--- config.mk ---
export PLATFORM = sky130hd
export DESIGN_NAME = timer_ctrl
export DESIGN_NICKNAME = d
export VERILOG_FILES = /design/src/rtl/timer_ctrl.sv
export SDC_FILE = /design/constraint.sdc
export NUM_CORES = 1
export LEC_CHECK = 0
export ABC_AREA = 1
export BUFFER_PORTS_ARGS = -buffer_cell sky130_fd_sc_hd__buf_2
export CAP_MARGIN = 20
export CELL_PAD_IN_SITES_DETAIL_PLACEMENT = 0
export CELL_PAD_IN_SITES_GLOBAL_PLACEMENT = 1
export CORE_MARGIN = 8
export CORE_UTILIZATION = 48
export DETAILED_ROUTE_END_ITERATION = 16
export GPL_ROUTABILITY_DRIVEN = 0
export GPL_TIMING_DRIVEN = 0
export PLACE_DENSITY = 0.93
export RECOVER_POWER = 50
export SLEW_MARGIN = 10
export SYNTH_ARGS = -nofsm -noshare
export SYNTH_HDL_FRONTEND = slang
export SYNTH_SLANG_ARGS = --single-unit
export TNS_END_PERCENT = 50
--- constraint.sdc ---
create_clock -name CLOCK_50 -period 3.8 [get_ports CLOCK_50]
set_input_delay 0.38 -clock CLOCK_50 [delete_from_list [all_inputs] [get_ports CLOCK_50]]
set_output_delay 0.38 -clock CLOCK_50 [all_outputs]
set_load 0.03 [all_outputs]
--- src/rtl/timer_ctrl.sv ---
// Prescaled up/down counter with pause/resume control on a single clock.
// A synchronised PR edge starts, pauses, resumes and acknowledges the count.
module timer_ctrl #(
  parameter int WIDTH    = 6,
  parameter int TICK_DIV = 50000000
) (
  input  logic             CLOCK_50,
  input  logic             RST_N,
  input  logic             PR,
  input  logic             CLR,
  input  logic             UP_DN,
  input  logic             WRAP_EN,
  input  logic [WIDTH-1:0] MAX_CNT,
  output logic [WIDTH-1:0] CNT_OUT,
  output logic [1:0]       STATE,
  output logic             TICK,
  output logic             WRAP_P,
  output logic             DONE
);

  localparam int             DW       = $clog2(TICK_DIV);
  localparam logic [DW-1:0]  DIV_LAST = DW'(TICK_DIV - 1);

  typedef enum logic [1:0] {
    S_IDLE  = 2'b00,
    S_RUN   = 2'b01,
    S_PAUSE = 2'b10,
    S_DONE  = 2'b11
  } state_t;

  state_t           state, state_n;
  logic [DW-1:0]    div, div_n;
  logic [WIDTH-1:0] cnt, cnt_n;
  logic [WIDTH-1:0] max_l, start_v, term_v, step_v;
  logic             up_l, wrap_l, load, at_term, pr_evt;
  // [0] and [1] are the synchroniser stages, [2] is the edge-detect history
  logic [2:0]       pr_pipe;

  assign pr_evt  = pr_pipe[1] & ~pr_pipe[2];
  assign start_v = up_l ? '0 : max_l;
  assign term_v  = up_l ? max_l : '0;
  assign step_v  = up_l ? cnt + WIDTH'(1) : cnt - WIDTH'(1);
  assign at_term = (cnt == term_v);

  assign TICK    = (state == S_RUN) && (div == DIV_LAST);
  assign WRAP_P  = TICK && wrap_l && at_term && !CLR;
  assign DONE    = (state == S_DONE);
  assign STATE   = state;
  assign CNT_OUT = cnt;

  always_ff @(posedge CLOCK_50 or negedge RST_N) begin
    if (!RST_N) begin
      pr_pipe <= '0;
      state   <= S_IDLE;
      div     <= '0;
      cnt     <= '0;
      max_l   <= '0;
      up_l    <= 1'b0;
      wrap_l  <= 1'b0;
    end else begin
      pr_pipe <= {pr_pipe[1:0], PR};
      state   <= state_n;
      div     <= div_n;
      cnt     <= cnt_n;
      if (load) begin
        max_l  <= MAX_CNT;
        up_l   <= UP_DN;
        wrap_l <= WRAP_EN;
      end
    end
  end

  always_comb begin
    state_n = state;
    cnt_n   = cnt;
    div_n   = div;
    load    = 1'b0;
    if (CLR) begin
      state_n = S_IDLE;
      cnt_n   = '0;
      div_n   = '0;
    end else begin
      case (state)
        S_IDLE: begin
          cnt_n = '0;
          div_n = '0;
          if (pr_evt) begin
            load    = 1'b1;
            cnt_n   = UP_DN ? '0 : MAX_CNT;
            state_n = (MAX_CNT == '0 && !WRAP_EN) ? S_DONE : S_RUN;
          end
        end
        S_RUN: begin
          if (TICK) begin
            div_n = '0;
            if (at_term && wrap_l) begin
              cnt_n = start_v;
            end else if (at_term) begin
              state_n = S_DONE;
            end else begin
              cnt_n = step_v;
              if (!wrap_l && step_v == term_v) state_n = S_DONE;
            end
          end else begin
            div_n = div + DW'(1);
          end
          // reaching the terminal swallows a coincident pause request
          if (pr_evt && state_n == S_RUN) begin
            state_n = S_PAUSE;
            if (!TICK) div_n = div;
          end
        end
        S_PAUSE: begin
          if (pr_evt) state_n = S_RUN;
        end
        S_DONE: begin
          div_n = '0;
          if (pr_evt) begin
            state_n = S_IDLE;
            cnt_n   = '0;
          end
        end
        default: state_n = S_IDLE;
      endcase
    end
  end

endmodule
==> results_dict.tcl <==
set metrics [dict create \
    clk_pin_slew_ps 100 \
    drt_iter0_markers 292 \
    die_w_um 103 \
    nets 569 \
    outcome "finished, final reports clean" \
    drt_first_pass_iters 5 \
    rr_startpoint "up_l" \
    dp_slack_ps 1030 \
    ff_latch_area_um2 1130 \
    clock_skew_ps 16.7 \
    grt.overflow.total 0 \
    hold_buffers 0 \
    cp.required_ps 3990 \
    fillCellCount 731 \
    fin_cells 647 \
    drc 0 \
    tritoncts "done" \
    routed_wl_mm 10.1 \
    drt-wirelength-per-cell_um 15.5 \
    ys_seq_area_share_pct 31.2 \
    rows 31 \
    antenna_found_initial 0 \
    placed_area_um2 3840 \
    synth_area_per_cell_um2 6.97 \
    fin_ws_ps 999 \
    cp_max_fo 11 \
    htreeDepth 2 \
    rr_worst_depth 16 \
    io_buffers 22 \
    p_leak_nw 1.85 \
    ys_warn_count 0 \
    finalInstanceArea_um2 3940 \
    crit_type "reg -> reg" \
    max_clock_freq_mhz 357 \
    hold_start "PR" \
    tightest_slew_ps 1360 \
    cts.sinks 45 \
    grt_pass1_vias 3457 \
    netlist_instances 517 \
    ys_ff_latch 45 \
    hold_path.class "in -> reg" \
    synth.net_count 539 \
    critPathLaunchType "register" \
    path_cells "buf_6 -> inv_1 -> fa_1 -> a21oi_1 -> nand3_1 -> nor2_1 -> nand3_1 -> nor2_1 -> nand2_1 -> nand2_1 -> nand2_2 -> nand4_2 -> nand2_4 -> buf_6 -> nand2_1 -> o21ai_2" \
    numCtsBuffers 5 \
    cp-endpoint "div[6]" \
    finalSetupTns_ps 0 \
    maxSlewHeadroom_pct 9.43 \
    post-route-period-util_pct 73.7 \
    synthDistinctLibCells 36 \
    netlist_area_um2 3600 \
    viasPerCell 5.53 \
    whs_ps 181 \
    cts.repair.resized 0 \
    grt_max_degree 46 \
    postCtsSetupRepairBufs 0 \
    worstPathArrival_ps 3000 \
    hold_violations 0 \
    drive_above_1_share_pct 17.0 \
    dp_hpwl_mm 7.60 \
    synthArstFlopShare_pct 100 \
    path_common_cell "nand2_1" \
    fin_crit_ps 2800 \
    antennaDiodeCount 0 \
    cp_slowest_cell "fa_1" \
    rsz0062_at_grt "false" \
    clkLatencyLatePin_ps 310 \
    grt_util_all_layers_pct 20.5 \
    max_stage_delay_ps 530 \
    reg2reg_slack_ps 1000 \
    start_util_pct 49.7 \
    multiInputGateArea_um2 2130 \
    clockBufferDepth 2 \
    clockRootBuffer "clkbuf_8" \
    ir_drop_mv 0.208 \
    mostFrequentLayoutCells "143 x nand2_1, 62 x inv_1, 46 x nand3_1" \
    dpl.cell_count 638 \
    die_area_um2 10500 \
    core_area_um2 7250 \
    synth_flop_cell "dfrtp_1" \
    area_growth_pct 9.16 \
    timing.rr.end "div[6]" \
    setup_viol 0 \
    ant_nets 0 \
    end_kind "register" \
    synth_edf_count 0 \
    grt_pass1_wl_mm 16.9 \
    cap_violations 0 \
    startpoint "up_l" \
    vias 3581 \
    final_common_cell "nand2_1" \
    postLayoutCoreUtil_pct 54.3 \
    finalPower_mw 2.25 \
    ios 23 \
    power_density_nw_per_um2 572 \
    die_y_um 103 \
    slew_violations 0 \
    min_path_cells 1 \
]
[sequential cells by signal, indices dropped and copies added, names as in the netlist]
name,flops
max_l,6
STATE,2
div,26
CNT_OUT,6
up_l,1
wrap_l,1
pr_pipe,3
[logic make-up after synthesis]
logic type / synth area share, %
flip-flops: 31.2
AND/OR/NAND/NOR: 39.7
XOR/XNOR: 3.89
adder cells (fa/ha/maj): 3.68
buffers and inverters: 9.65
AO/OA/AOI/OAI: 11.8
[cell usage after synthesis, types with 6 or more instances]
master      n  area [um2]
nand2_1   143         537
nor4_1      7        43.8
inv_1      62         233
nand3_1    46         230
xnor2_1     6        52.6
clkbuf_1    7        26.3
o21ai_2    26         228
nand2_2    19         119
xor2_1     10        87.6
o22ai_1     6        37.5
nor2_1     41         154
nand4_1    20         125
o21ai_0    14        70.1
a21oi_1    10        50.1
buf_6       6        67.6
nor3_1     11        55.1
ha_1        9         113
dfrtp_1    45        1130
[report_power, final]
part	switching, mW	internal, mW
sequential	0.0856	0.551
combinational	0.884	0.403
clock	0.177	0.148
total	1.15	1.10
[worst max-delay path: cells and delay by family (launching register included)]
| kind | cells | cell delay [ps] |
|---|---|---|
| adder cells (fa/ha/maj) | 1 | 530 |
| AO/OA/AOI/OAI | 2 | 210 |
| flip-flops | 1 | 420 |
| buffers and inverters | 3 | 650 |
| AND/OR/NAND/NOR | 10 | 860 |
[final cells by class]
class / count / share of cell area (%)
timing repair buffer: 23 / 2.80
clock buffer: 6 / 2.10
buffer: 16 / 2.73
clock inverter: 2 / 0.350
multi-input combinational: 392 / 54.1
inverter: 64 / 6.10
tap: 99 / 3.15
sequential: 45 / 28.6
[routing by layer]
layer  GRT usage [%]  vias to the layer above  share of wire, %
met4            4.74                        0               1.4
met5               0                        -                 0
met2            32.1                      142                44
met3            3.24                       14               8.3
met1            28.6                     1678                46
li1                -                     1747                 -
[worst min-delay path by stage]
stage / end / slack, ps
global route: pr_pipe[0] / 170
CTS: pr_pipe[0] / 170
global placement: pr_pipe[1] / 350
floorplan: CNT_OUT[0] / 80
detailed placement: pr_pipe[1] / 350
finish: pr_pipe[0] / 180
Power figures use the tool's default switching activity.
